## src/rtl/div32_seq_pkg.sv

```systemverilog
// ---------------------------------------------------------------------------
// div_pkg
// Shared definitions for the sequential 32-bit divider slice: data and
// iteration-counter widths, the FSM state type, the quotient reported on
// a zero divisor, and the two's complement negator used by the datapath.
// ---------------------------------------------------------------------------
package div_pkg;

  localparam int DATA_W = 32;
  localparam int ITER_W = 6;

  // A zero divisor reports an all-ones quotient.
  localparam logic [DATA_W-1:0] DBZ_QUOTIENT = '1;

  typedef enum logic [2:0] {
    IDLE,
    PREP,
    DIV,
    FIX,
    DONE
  } state_t;

  // Two's complement negation, written as ~x + 1 so that it maps onto a
  // single incrementer behind an inverter.
  function automatic logic [DATA_W-1:0] negate(input logic [DATA_W-1:0] x);
    return ~x + DATA_W'(1);
  endfunction

endpackage

```

## src/rtl/div32_seq_if.sv

```systemverilog
// ---------------------------------------------------------------------------
// div32_seq_if
// Request/result bundle between a requester (master) and the divider
// (slave).
//   start       : request pulse, only looked at while the divider is idle
//   sign        : 1 = signed two's complement divide, 0 = unsigned
//   dividend    : numerator, captured with start
//   divisor     : denominator, captured with start
//   busy        : divider working on an accepted request
//   done        : one-cycle pulse, results valid in that cycle
//   quotient    : result, held until the next accepted start
//   remainder   : result, held until the next accepted start
//   div_by_zero : set when the captured divisor was zero
// ---------------------------------------------------------------------------
interface div32_seq_if;
  import div_pkg::*;

  logic              start;
  logic              sign;
  logic [DATA_W-1:0] dividend;
  logic [DATA_W-1:0] divisor;
  logic              busy;
  logic              done;
  logic [DATA_W-1:0] quotient;
  logic [DATA_W-1:0] remainder;
  logic              div_by_zero;

  modport master (
    output start, sign, dividend, divisor,
    input  busy, done, quotient, remainder, div_by_zero
  );

  modport slave (
    input  start, sign, dividend, divisor,
    output busy, done, quotient, remainder, div_by_zero
  );

endinterface

```

## src/rtl/div32_seq_step.sv

```systemverilog
// ---------------------------------------------------------------------------
// div_step
// One combinational restoring-division iteration.
//   i_partRem : 33-bit partial remainder before the iteration
//   i_quo     : quotient/dividend shift register before the iteration
//   i_divMag  : divisor magnitude
//   o_partRem : partial remainder after the iteration
//   o_quo     : shift register after the iteration (new quotient bit in LSB)
// ---------------------------------------------------------------------------
module div_step
  import div_pkg::*;
(
  input  logic [DATA_W:0]   i_partRem,
  input  logic [DATA_W-1:0] i_quo,
  input  logic [DATA_W-1:0] i_divMag,
  output logic [DATA_W:0]   o_partRem,
  output logic [DATA_W-1:0] o_quo
);

  logic [DATA_W+1:0] w_shifted;
  logic [DATA_W+1:0] w_diff;

  // {rem,quo} shifted left by one: the next dividend bit enters the
  // remainder. One guard bit above the remainder keeps the trial
  // subtraction's sign bit separate from the value.
  assign w_shifted = {i_partRem, i_quo[DATA_W-1]};
  assign w_diff    = w_shifted - {2'b00, i_divMag};

  // Commit the subtraction only when it did not go negative; otherwise
  // the shifted remainder is restored and the new quotient bit stays 0.
  always_comb begin
    o_partRem = w_shifted[DATA_W:0];
    o_quo     = {i_quo[DATA_W-2:0], 1'b0};
    if (!w_diff[DATA_W+1]) begin
      o_partRem = w_diff[DATA_W:0];
      o_quo[0]  = 1'b1;
    end
  end

endmodule

```

## src/rtl/div32_seq.sv

```systemverilog
// ---------------------------------------------------------------------------
// div32_seq
// Sequential 32-bit signed/unsigned restoring divider with a fixed
// 35-cycle latency from accepted start to done.
//   clk : system clock, rising edge
//   rst : synchronous active-high reset, wins over start
//   bus : div32_seq_if slave modport (start/sign/operands in,
//         busy/done/quotient/remainder/div_by_zero out)
// Flow: IDLE -> PREP (magnitudes, result signs) -> DIV (32 iterations)
//       -> FIX (sign correction, results latched) -> DONE (done pulse).
// ---------------------------------------------------------------------------
module div32_seq
  import div_pkg::*;
(
  input  logic        clk,
  input  logic        rst,
  div32_seq_if.slave  bus
);

  state_t r_state;
  state_t w_nextState;

  logic              r_sign;
  logic [DATA_W-1:0] r_dividend;
  logic [DATA_W-1:0] r_divisor;
  logic [DATA_W:0]   r_partRem;
  logic [DATA_W-1:0] r_quo;
  logic [DATA_W-1:0] r_divMag;
  logic [ITER_W-1:0] r_iter;
  logic              r_quoNeg;
  logic              r_remNeg;
  logic              r_dbz;
  logic [DATA_W-1:0] r_quotient;
  logic [DATA_W-1:0] r_remainder;
  logic              r_divByZero;

  logic [DATA_W-1:0] w_negInA;
  logic [DATA_W-1:0] w_negInB;
  logic [DATA_W-1:0] w_negA;
  logic [DATA_W-1:0] w_negB;
  logic [DATA_W:0]   w_stepRem;
  logic [DATA_W-1:0] w_stepQuo;
  logic              w_unusedRemMsb;

  // The partial remainder never exceeds the divisor magnitude, so its
  // guard bit is always zero once the iterations are finished.
  assign w_unusedRemMsb = r_partRem[DATA_W];

  // One negator pair serves both PREP (operand magnitudes) and FIX
  // (result sign correction); the state picks what gets negated.
  assign w_negInA = (r_state == PREP) ? r_dividend : r_quo;
  assign w_negInB = (r_state == PREP) ? r_divisor  : r_partRem[DATA_W-1:0];
  assign w_negA   = negate(w_negInA);
  assign w_negB   = negate(w_negInB);

  div_step u_step (
    .i_partRem (r_partRem),
    .i_quo     (r_quo),
    .i_divMag  (r_divMag),
    .o_partRem (w_stepRem),
    .o_quo     (w_stepQuo)
  );

  // State register; reset returns to IDLE and wins over everything.
  always_ff @(posedge clk) begin
    if (rst) begin
      r_state <= IDLE;
    end else begin
      r_state <= w_nextState;
    end
  end

  // Next-state logic. The DIV exit sits on the last counter value so the
  // latency is the same for every operand, including a zero divisor.
  always_comb begin
    w_nextState = r_state;
    case (r_state)
      IDLE: if (bus.start) w_nextState = PREP;
      PREP: w_nextState = DIV;
      DIV:  if (r_iter == ITER_W'(DATA_W - 1)) w_nextState = FIX;
      FIX:  w_nextState = DONE;
      DONE: w_nextState = IDLE;
      default: w_nextState = IDLE;
    endcase
  end

  // Datapath. Operands are captured only when a start is accepted; the
  // visible result registers change only in FIX, so they hold through the
  // whole of the next operation until its own results are ready.
  always_ff @(posedge clk) begin
    if (rst) begin
      r_sign      <= 1'b0;
      r_dividend  <= '0;
      r_divisor   <= '0;
      r_partRem   <= '0;
      r_quo       <= '0;
      r_divMag    <= '0;
      r_iter      <= '0;
      r_quoNeg    <= 1'b0;
      r_remNeg    <= 1'b0;
      r_dbz       <= 1'b0;
      r_quotient  <= '0;
      r_remainder <= '0;
      r_divByZero <= 1'b0;
    end else begin
      case (r_state)
        IDLE: begin
          if (bus.start) begin
            r_sign     <= bus.sign;
            r_dividend <= bus.dividend;
            r_divisor  <= bus.divisor;
          end
        end
        PREP: begin
          r_quo     <= (r_sign && r_dividend[DATA_W-1]) ? w_negA : r_dividend;
          r_divMag  <= (r_sign && r_divisor[DATA_W-1])  ? w_negB : r_divisor;
          r_partRem <= '0;
          r_iter    <= '0;
          r_quoNeg  <= r_sign & (r_dividend[DATA_W-1] ^ r_divisor[DATA_W-1]);
          r_remNeg  <= r_sign & r_dividend[DATA_W-1];
          r_dbz     <= (r_divisor == '0);
        end
        DIV: begin
          r_partRem <= w_stepRem;
          r_quo     <= w_stepQuo;
          r_iter    <= r_iter + ITER_W'(1);
        end
        FIX: begin
          // A zero divisor reports the untouched dividend as remainder and
          // skips sign correction entirely. The signed overflow case needs
          // no special handling: |0x80000000| / 1 already gives 0x80000000
          // and both operand signs are negative, so no negation happens.
          if (r_dbz) begin
            r_quotient  <= DBZ_QUOTIENT;
            r_remainder <= r_dividend;
            r_divByZero <= 1'b1;
          end else begin
            r_quotient  <= r_quoNeg ? w_negA : r_quo;
            r_remainder <= r_remNeg ? w_negB : r_partRem[DATA_W-1:0];
            r_divByZero <= 1'b0;
          end
        end
        default: begin
        end
      endcase
    end
  end

  assign bus.busy        = (r_state == PREP) || (r_state == DIV) || (r_state == FIX);
  assign bus.done        = (r_state == DONE);
  assign bus.quotient    = r_quotient;
  assign bus.remainder   = r_remainder;
  assign bus.div_by_zero = r_divByZero;

endmodule

```

## src/flat_wrapper.sv

```systemverilog
// flat-port wrapper written by rule: the top's interface ports become plain ports
module div32_seq_flat import div_pkg::*;
  (clk, rst, bus_start, bus_sign, bus_dividend, bus_divisor, bus_busy, bus_done, bus_quotient, bus_remainder, bus_div_by_zero);
  div32_seq_if bus_i ();
  input  logic clk;
  input  logic rst;
  input wire logic [$bits(bus_i.start)-1:0] bus_start;
  input wire logic [$bits(bus_i.sign)-1:0] bus_sign;
  input wire logic [$bits(bus_i.dividend)-1:0] bus_dividend;
  input wire logic [$bits(bus_i.divisor)-1:0] bus_divisor;
  output wire logic [$bits(bus_i.busy)-1:0] bus_busy;
  output wire logic [$bits(bus_i.done)-1:0] bus_done;
  output wire logic [$bits(bus_i.quotient)-1:0] bus_quotient;
  output wire logic [$bits(bus_i.remainder)-1:0] bus_remainder;
  output wire logic [$bits(bus_i.div_by_zero)-1:0] bus_div_by_zero;
  assign bus_i.start = bus_start;
  assign bus_i.sign = bus_sign;
  assign bus_i.dividend = bus_dividend;
  assign bus_i.divisor = bus_divisor;
  assign bus_busy = bus_i.busy;
  assign bus_done = bus_i.done;
  assign bus_quotient = bus_i.quotient;
  assign bus_remainder = bus_i.remainder;
  assign bus_div_by_zero = bus_i.div_by_zero;
  div32_seq u_core (.clk(clk), .rst(rst), .bus(bus_i));
endmodule
```

## config.mk

```make
export PLATFORM = sky130hd
export DESIGN_NAME = div32_seq_flat
export DESIGN_NICKNAME = d
export VERILOG_FILES = /design/src/rtl/div32_seq_pkg.sv /design/src/rtl/div32_seq_if.sv /design/src/rtl/div32_seq_step.sv /design/src/rtl/div32_seq.sv /design/src/flat_wrapper.sv
export SDC_FILE = /design/constraint.sdc
export NUM_CORES = 1
export LEC_CHECK = 0
export BUFFER_PORTS_ARGS = -buffer_cell sky130_fd_sc_hd__buf_2
export CAP_MARGIN = 0
export CELL_PAD_IN_SITES_DETAIL_PLACEMENT = 0
export CELL_PAD_IN_SITES_GLOBAL_PLACEMENT = 1
export CORE_ASPECT_RATIO = 0.75
export CORE_MARGIN = 2
export CORE_UTILIZATION = 30
export CTS_CLUSTER_DIAMETER = 120
export CTS_CLUSTER_SIZE = 28
export DETAILED_ROUTE_END_ITERATION = 6
export GPL_TIMING_DRIVEN = 0
export PLACE_DENSITY = 0.61
export SETUP_SLACK_MARGIN = 0.2
export SLEW_MARGIN = 5
export SYNTH_ARGS = -nofsm -noshare
export SYNTH_HDL_FRONTEND = slang
export SYNTH_SLANG_ARGS = --single-unit
```

## constraint.sdc

```tcl
create_clock -name clk -period 12.65 [get_ports clk]
set_input_delay 1.8975 -clock clk [delete_from_list [all_inputs] [get_ports clk]]
set_output_delay 1.8975 -clock clk [all_outputs]
set_load 0.03 [all_outputs]
```

Word-level counts from Yosys, hierarchy flattened
Index checks and enable logic that the tools add are counted.
{ "op_classes": {"addsub": 4, "n_eq_ne": 7, "muxes": 17, "n_bitwise": 5, "reduce_logical": 9} }
{ "ops": {"columns": ["op", "count"], "rows": [
  ["two-way mux 32 bit", 8],
  ["one-hot mux 33 bit (2 select lines)", 1],
  ["adder 32 x 1 -> 32 bit, second input constant", 2],
  ["inverter 32 bit", 2],
  ["one-hot mux 32 bit (2 select lines)", 1],
  ["subtractor 34 x 32 -> 34 bit", 1],
  ["two-way mux 33 bit", 1],
  ["zero test 32 bit", 1],
  ["one-hot mux 3 bit (4 select lines)", 1],
  ["one-hot mux 6 bit (2 select lines)", 1],
  ["adder 6 x 1 -> 6 bit, second input constant", 1],
  ["equality test 3 x 2 -> 1 bit, second input constant", 2],
  ["equality test 6 x 5 -> 1 bit, second input constant", 1],
  ["two-way mux 3 bit", 2],
  ["AND reduction 2 bit", 2],
  ["equality test 3 x 1 -> 1 bit, second input constant", 1],
  ["equality test 3 bit, second input constant", 1],
  ["zero test 3 bit", 1],
  ["bitwise AND 1 bit", 2],
  ["logical AND 1 bit", 2],
  ["logical OR 1 bit", 2],
  ["two-way mux 1 bit", 2],
  ["inequality test 2 x 1 -> 1 bit, second input constant", 1],
  ["inequality test 2 bit, second input constant", 1],
  ["other kinds (2)", 2]
]} }
{ "totals": {"reg_bits": 239, "output_inout_bits": 67} }

Logic depth before layout (Yosys ltp)
Gate-level depths: netlist of run 1.
{ "depth": {"ltp_word": 6, "mapped_depth": 22} }

Hierarchy
Synthesis of run 1 repeated with hierarchy kept, for this count alone.
{ "unflattened": {"cells_unflattened": 2049, "area_unflattened_um2": 15419.8} }
{ "modules_own_cells": {"columns": ["module", "n_inst", "cells_per_inst", "area_per_inst_um2", "seq_area_each_um2"], "rows": [
  ["div32_seq", 1, 1691, 12869.8, 4784.6],
  ["div_step", 1, 358, 2549.9, 0.0]
]} }

Worst setup path before layout of run 1
Ideal clock, no wire load.
{ "synth_path": {"path_type": "register to register", "startpoint": "register u_core.r_state[2]", "endpoint": "register u_core.r_quotient[16] (netlist: u_core.bus.quotient[16])", "setup_ns": 0.139, "arrival_ns": 4.555, "required_ns": 12.511, "setup_slack_ns": 7.956, "stages_incl_launch_ff": 21, "n_path_buf": 9, "cell_sequence": "dfxtp_1 buf_2 nor3b_2 buf_6 buf_6 buf_2 buf_2 buf_2 buf_2 buf_1 clkbuf_1 mux2i_1 ha_1 inv_1 a211oi_2 nand3_1 nor4_4 o21a_1 mux2_1 a211oi_1 a2111oi_0"} }
{ "synth_between": {"elab_chain_cells": 6, "word_cells_on_any_way": 7, "classes_between": "1 x add/sub; 2 x eq/ne; 3 x mux; 1 x bitwise"} }
{ "synth_rtl": {"columns": ["element", "line", "source"], "rows": [
  ["from (decl)", "div32_seq.sv:20", "state_t r_state;"],
  ["from (signal assigned)", "div32_seq.sv:69", "r_state <= w_nextState;"],
  ["equality test 3 x 1 -> 1 bit", "div32_seq.sv:51", "assign w_negInA = (r_state == PREP) ? r_dividend : r_quo;"],
  ["two-way mux 32 bit", "div32_seq.sv:51", null],
  ["inverter 32 bit", "div32_seq_pkg.sv:26", "return ~x + DATA_W'(1);"],
  ["adder 32 x 1 -> 32 bit", "div32_seq_pkg.sv:26", null],
  ["two-way mux 32 bit", "div32_seq.sv:138", "r_quotient <= r_quoNeg ? w_negA : r_quo;"],
  ["two-way mux 32 bit", "div32_seq.sv:133", "if (r_dbz) begin"],
  ["to (signal assigned)", "div32_seq.sv:138", null],
  ["to (decl)", "div32_seq.sv:33", "logic [DATA_W-1:0] r_quotient;"]
]} }
Parallel ways exist; a longest one is shown, timed or not.
A chain may end at the register's enable or synchronous reset.

Worst setup path in the final report of run 1
{ "layout_path": {"startpoint": "register u_core.r_state[0]", "endpoint": "register u_core.r_remainder[18] (netlist: u_core.bus.remainder[18])"} }
{ "layout_between": {"elab_chain_cells": 6, "word_cells_on_any_way": 7, "classes_between": "1 x add/sub; 2 x eq/ne; 3 x mux; 1 x bitwise"} }
{ "layout_rtl": {"columns": ["element", "line", "source"], "rows": [
  ["equality test 3 x 1 -> 1 bit", "div32_seq.sv:52", "assign w_negInB = (r_state == PREP) ? r_divisor : r_partRem[DATA_W-1:0];"],
  ["two-way mux 32 bit", "div32_seq.sv:52", null],
  ["inverter 32 bit", "div32_seq_pkg.sv:26", null],
  ["adder 32 x 1 -> 32 bit", "div32_seq_pkg.sv:26", null],
  ["two-way mux 32 bit", "div32_seq.sv:139", "r_remainder <= r_remNeg ? w_negB : r_partRem[DATA_W-1:0];"],
  ["two-way mux 32 bit", "div32_seq.sv:133", null],
  ["to (signal assigned)", "div32_seq.sv:135", "r_remainder <= r_dividend;"],
  ["to (signal assigned)", "div32_seq.sv:139", null],
  ["to (decl)", "div32_seq.sv:34", "logic [DATA_W-1:0] r_remainder;"]
]} }
Parallel ways exist; a longest one is shown, timed or not.

==> summary.txt, run 1 <==
Timing
  • Final Critical Period: 7.72 ns
  • Max transition margin: 0.0648
  • Max frequency: 130 MHz
  • Hold Violations, Final: 0
  • Pins Over Slew Limit: 0
  • Worst Tran Pin Value: 1.39 ns
  • Crit share post-route: 0.610
  • RSZ-0062 raised after global routing: no
  • # setup viols final: 0
  • Clock Skew: between 0.03 and 0.04 ns
  • TNS Setup: 0 ns

Finish
  • Final nets: between 2000 and 2500
  • Core Util, Final: 0.340
  • Synthesis-to-finish area growth: 12.4%
  • Layout cell share with drive strength beyond 1: 0.0949
  • Antenna diodes: 0

GRT
  • First-pass GRT wire length: ~100 mm
  • Global Route Usage Sum: 0.262
  • Initial antenna violation count: 1
  • Vias in the first global route: ~15000
  • Pin count of the biggest net entering global routing: 29
  • Grt total ovfl: 0

Logic synthesis
  • Synthesized Nets: roughly 2100
  • Ys flop type: dfxtp_1
  • Syn Area/Cell: 7.41 um^2
  • Post-synthesis compound-gate area fraction: 0.240
  • XOR/XNOR Fraction of Synth Area: 0.0605
  • Post-Syn Instances: 1990
  • Simple-gate share of the synthesized area: 0.254
  • Seq/Total Area, Yosys: 0.324
  • Largest family of logic cells by synthesized area: simple AND/OR/NAND/NOR gates
  • Post-synthesis async set-or-reset flop share: 0
  • Top cells by count, synth: nand2_1 (331), dfxtp_1 (239), nor2_1 (224)
  • Adder-Cell Fraction of Synth Area: 0.0310
  • Top-count cell post-synth: nand2_1
  • Post-synthesis mux area share: 0.0381
  • Main area contributors after synthesis: dfxtp_1 (32%), nand2_1 (8.4%), a21oi_1 (6.4%)
  • Area leader, netlist: dfxtp_1
  • Yosys cell types: between 80 and 90
  • EDFF count, synth: 0
  • Post-Syn Area: about 15000 um^2
  • Yosys top cell area share: 0.324
  • #FFs+latches synth: 239
  • Synth Warn #: 0

Clock tree
  • Root buf cell: clkbuf_16
  • CTS sink count: approximately 240
  • CTS tree: built
  • H-tree Lvls: 1
  • Hold_buf cts: 0
  • Post-CTS Resized: 0
  • Clk Latency, worst-skew pair: approximately 0.54 ns
  • Buffers inserted by post-CTS timing repair: 0
  • Max clock buf depth: 3
  • Clock Pin Slew Worst Setup and Hold Paths: ~0.13 ns
  • CTS Buf Count: 12

Detailed routing
  • Via count: between 15000 and 20000
  • DR DRC count: 0
  • TritonRoute pass-1 iters: 5
  • Post-DRT Antenna Nets: 0
  • Vias per cell: 5.70
  • Routed wire length: roughly 68 mm
  • Wirelength per Cell: about 25 um
  • Initial drt markers: about 1800

Outcome
  • Status: complete, no violations

Floorplan
  • Row Count: 70
  • Initial core utilization: 0.303
  • Chip width: 260 um
  • Die Area: around 50000 um^2
  • I/O pins: 135
  • Die Span Y: 196 um
  • Core Region: roughly 49000 um^2

Place
  • GP Congestion: ~0.92
  • Port Buf Inserts: about 130
  • DP HPWL: 52.7 mm

Setup path
  • Crit path max fanout: 10
  • Number of buffers and inverters on the critical path: 7
  • Setup crit end kind: register
  • Crit path launch: u_core.r_state[0]
  • Crit-path max cell delay: ~0.85 ns
  • Critical-path top delay cell: buf_1
  • CP Launch Type: register
  • FF-to-FF Start: u_core.r_state[0]
  • CP most frequent cell: clkbuf_1
  • Cell-by-cell trace of the critical path: buf_4, or3b_1, buf_2, buf_2, clkbuf_1, clkbuf_1, clkbuf_1, buf_1, mux2i_1, ha_1, o211ai_1, nor2_2, nand3_1, and4bb_2, nand4_1, a2111oi_0, a21oi_1, a211oi_1
  • Critical path required time: around 13 ns
  • Crit Path Class: reg2reg
  • Critical path arrival: just over 8 ns
  • Delay-heaviest family, CP: buffers and inverters

Power
  • Peak VDD IR: between 0.00006 and 0.00007 V
  • Pwr dens: 130 nW/um^2
  • Pleak: 5.98 nW

Min path
  • Hold path start: u_core.bus.remainder[25]
  • Hold Path Class: reg2reg

Flow run
  • # Max-Cap Violations: 0
flip-flops by register name, summed over array words and instances, names as in the netlist:
register                flops
u_core.r_quo               32
u_core.r_state              3
u_core.r_quoNeg             1
u_core.r_divisor           32
u_core.r_dbz                1
u_core.r_dividend          32
u_core.bus.quotient        32
u_core.bus.div_by_zero      1
u_core.r_iter               6
u_core.bus.remainder       32
u_core.r_divMag            32
u_core.r_sign               1
u_core.r_remNeg             1
u_core.r_partRem           33
through the flow:
step | hold slack [ns] | std cells | cell area (um^2) | power, mW | setup WS [ns]
after floorplan | 0.432 | 1990 | 14800 | 1.41 | 7.96
after CTS | 0.485 | 2787 | 16600 | 2.15 | 5.25
final | 0.480 | 2787 | 16600 | 2.16 | 4.93
after detailed placement | 0.467 | 2772 | 16200 | 1.69 | 5.27
after global routing | 0.503 | 2787 | 16600 | 2.27 | 4.83
after global placement | 0.461 | 2772 | 16200 | 1.68 | 5.25
cells by family after synthesis:
family                     Yosys count
buffers and inverters              196
AOI/OAI and AO/OA                  553
DFF                                239
xor gates and xnor gates           102
muxes                               52
adders and majority gates           36
and+or+nand+nor                    812
power breakdown:
group / internal (mW) / total [mW] / switching, mW
logic: 0.287 / 0.845 / 0.558
clock network: 0.189 / 0.470 / 0.281
registers: 0.790 / 0.845 / 0.0552
metal layers:
layer / vias to the layer above / global-route usage / routed length [um]
met5: - / 0 / 0
met4: 0 / 0.0400 / 1050
met3: 56 / 0.0391 / 5540
met2: 671 / 0.371 / 27200
met1: 7806 / 0.417 / 34600
li1: 7364 / - / -
area by class of cell:
class                      instances  area (um^2)
buffer                           149          589
clock buffer                      13          325
clock inverter                     2         16.3
fill                            5357        32100
inverter                          47          176
multi-input combinational       1555         9210
sequential                       239         4780
tap                              648          811
timing repair buffer             134          671
worst reg2reg max path: cells and delay by family, from the launching register on:
family                   cells  cell delay [ns]
AO/OA/AOI/OAI                4             1.44
multiplexers                 1             0.29
AND/OR/NAND/NOR              5             1.40
flip-flops                   1             0.32
adder cells (fa/ha/maj)      1             0.31
buffers and inverters        7             3.90
worst paths after layout:
kind / end / slack, ns / depth (start not counted)
min reg2reg: u_core.bus.remainder[25] / 0.48 / 2
max reg2reg: u_core.bus.remainder[18] / 4.93 / 18
max: u_core.bus.remainder[18] / 4.93 / 18
min: u_core.bus.remainder[25] / 0.48 / 2
placed cells by master, fill, tap and decap left out, drive strengths merged, types with 12 or more instances in the layout:
cell     count
a2111oi     23
a211oi      54
a21oi      192
a22oi       25
a311oi      27
a31oi       14
buf        166
clkbuf     130
dfxtp      239
ha          35
inv         47
mux2i       45
nand2      333
nand2b      16
nand3       34
nand4       15
nor2       225
nor2b       14
nor3        69
nor4        16
o211ai      13
o21a        12
o21ai       98
o22ai       25
or3         37
xnor2       52
xor2        50
(Power assumes the default switching activity.)
==> run 2: changes to the inputs <==
Settings changed: PLACE_DENSITY 0.61 to 0.64.
Clock period 12.65 ns to 6.3 ns, I/O delays scaled along.
==> summary.txt, run 2 (synthesis gave the netlist of run 1 again) <==
Timing
  • Hold Violations, Final: 0 (unchanged)
  • Max frequency: 169 MHz (+31%)
  • PnR worst setup slack: 0.394 ns (-4.54 ns)
  • Final hold slack: 0.487 ns (+0.00650 ns)
  • Max transition margin: 0.0599 (-0.00494)
  • RSZ-0062 raised after global routing: no
  • TNS Setup: 0 ns (unchanged)
  • Pins Over Slew Limit: 0 (unchanged)
  • Clock Skew: 0.0379 ns (+0.00166 ns)
  • Worst Tran Pin Value: 1.40 ns (+0.00736 ns)
  • Crit share post-route: 0.938 (+0.327)
  • # setup viols final: 0 (unchanged)
  • Final Critical Period: 5.91 ns (-1.81 ns)

Detailed routing
  • DR DRC count: 0 (unchanged)
  • Initial drt markers: 1781 (-1.2%)
  • Routed wire length: 67.8 mm (-0.83%)
  • Post-DRT Antenna Nets: 0 (unchanged)
  • Wirelength per Cell: 24.3 um (-0.90%)
  • Vias per cell: 5.73 (+0.41%)
  • Via count: 16000 (+0.48%)
  • TritonRoute pass-1 iters: 6 (+1)

Flow run
  • # Max-Cap Violations: 0 (unchanged)

GRT
  • Vias in the first global route: 15000 (+0.45%)
  • Pin count of the biggest net entering global routing: 29 (unchanged)
  • Initial antenna violation count: 2 (+1)
  • Global Route Usage Sum: 0.261 (-0.00151)
  • Grt total ovfl: 0 (unchanged)
  • First-pass GRT wire length: 99.2 mm (-0.36%)

Setup path
  • Critical path required time: 6.70 ns (-6.40 ns)
  • Crit path max fanout: 10 (unchanged)
  • Setup crit end kind: register
  • Crit Path Class: reg2reg
  • Critical path arrival: 6.31 ns (-1.86 ns)
  • CP Launch Type: register

Floorplan
  • Die Area: 51000 um^2 (unchanged)
  • Core Region: 48700 um^2 (unchanged)
  • Die Span Y: 196 um (unchanged)
  • Chip width: 260 um (unchanged)
  • Initial core utilization: 0.303 (unchanged)
  • I/O pins: 135 (unchanged)
  • Row Count: 70 (unchanged)

Clock tree
  • Root buf cell: clkbuf_16
  • Clock Pin Slew Worst Setup and Hold Paths: 0.13 ns (about the same)
  • Max clock buf depth: 3 (unchanged)
  • Hold_buf cts: 0 (unchanged)
  • CTS Buf Count: 12 (unchanged)
  • H-tree Lvls: 1 (unchanged)
  • Clk Latency, worst-skew pair: 0.54 ns (about the same)
  • CTS sink count: 239 (unchanged)
  • CTS tree: built

Place
  • Pre-CTS setup slack: -1.07 ns (-6.34 ns)
  • DP Area: 16200 um^2 (about the same)
  • GP Congestion: 0.943 (+2.1%)
  • DP HPWL: 52.3 mm (-0.75%)
  • Port Buf Inserts: 134 (unchanged)
  • Cells after DPL: 2772 (unchanged)

Finish
  • Largest Register: u_core.r_partRem
  • Most frequent cells in the layout: nand2_1 (331), dfxtp_1 (239), nor2_1 (224)
  • Register area: 4780 um^2 (unchanged)
  • Final nets: 2244 (+0.089%)
  • Fillers: 5355 (-0.037%)
  • Multi-input gate area: 9220 um^2 (+0.11%)
  • Layout cell share with drive strength beyond 1: 0.0990 (+0.00411)
  • Most common cell after layout, fill and taps aside: nand2_1
  • Non-Filler Instances: 2789 (+0.072%)
  • Synthesis-to-finish area growth: 12.8%
  • Largest register FFs: 33 (unchanged)
  • Final instance area: 16700 um^2 (+0.42%)
  • Antenna diodes: 0 (unchanged)
  • Core Util, Final: 0.342 (+0.00144)

Min path
  • Hold Path Class: reg2reg

Power
  • Pleak: 6.03 nW (+0.80%)
  • Pwr dens: 262 nW/um^2 (+100%)
  • Peak VDD IR: 0.000145 V (+120%)
  • Pwr Total: 4.36 mW (+100%)

Outcome
  • Status: complete, no violations
[run 2: changes by cell type in the layout (fill, tap and decap cells not counted), sizes merged]
| cell | change |
|---|---|
| clkinvlp | -1 |
| inv | -1 |
| clkinv | +1 |
| clkbuf | +3 |
[run 2: final timing paths]
check	from	endpoint	slack [ns]	depth (start not counted)
setup / recovery	u_core.r_state[2]	u_core.bus.quotient[16]	0.39	22
hold / removal	u_core.bus.remainder[28]	u_core.bus.remainder[28]	0.49	2
setup reg to reg	u_core.r_state[2]	u_core.bus.quotient[16]	0.39	22
hold reg to reg	u_core.bus.remainder[28]	u_core.bus.remainder[28]	0.49	2
[run 2: where the power goes]
part	internal [mW]	switching (mW)
registers	1.59	0.110
clock network	0.393	0.566
logic	0.588	1.12
[run 2: cell type report]
cell class              count  area share
clock buffers              14      0.0204
multi-input cells        1555       0.554
plain buffers             148      0.0368
repair buffers            137      0.0416
well taps                 648      0.0487
clock inverters             1    0.000977
flip-flops and latches    239       0.287
inverters                  47      0.0106
[run 2: critical path, stage by stage, from the launching register on]
cell       delay [ns]
dfxtp_1          0.33
buf_2            0.20
nor3b_4          0.33
buf_6            0.27
buf_6            0.23
clkbuf_4         0.31
buf_4            0.32
buf_4            0.31
buf_4            0.30
clkbuf_4         0.31
clkbuf_4         0.30
mux2i_1          0.22
ha_1             0.28
inv_1            0.08
a211oi_2         0.25
nand3_2          0.19
nor4_4           0.28
buf_4            0.20
buf_4            0.15
o21a_1           0.18
mux2_1           0.34
a211oi_1         0.26
a2111oi_0        0.10
[run 2: what timing repair did]
| item | 4_1_cts | 5_1_grt |
|---|---|---|
| setup endpoints to repair | 50 | 23 |
| setup buffers | 3 | 0 |
| pin swaps | 1 | 0 |
| gates resized for setup | 10 | 11 |
[run 2: layer usage]
layer	vias up	track usage	routed length, um
met5	-	0	0
met4	0	0.0483	1210
met3	61	0.0558	6910
met2	748	0.364	26700
met1	7803	0.406	33100
li1	7361	-	-
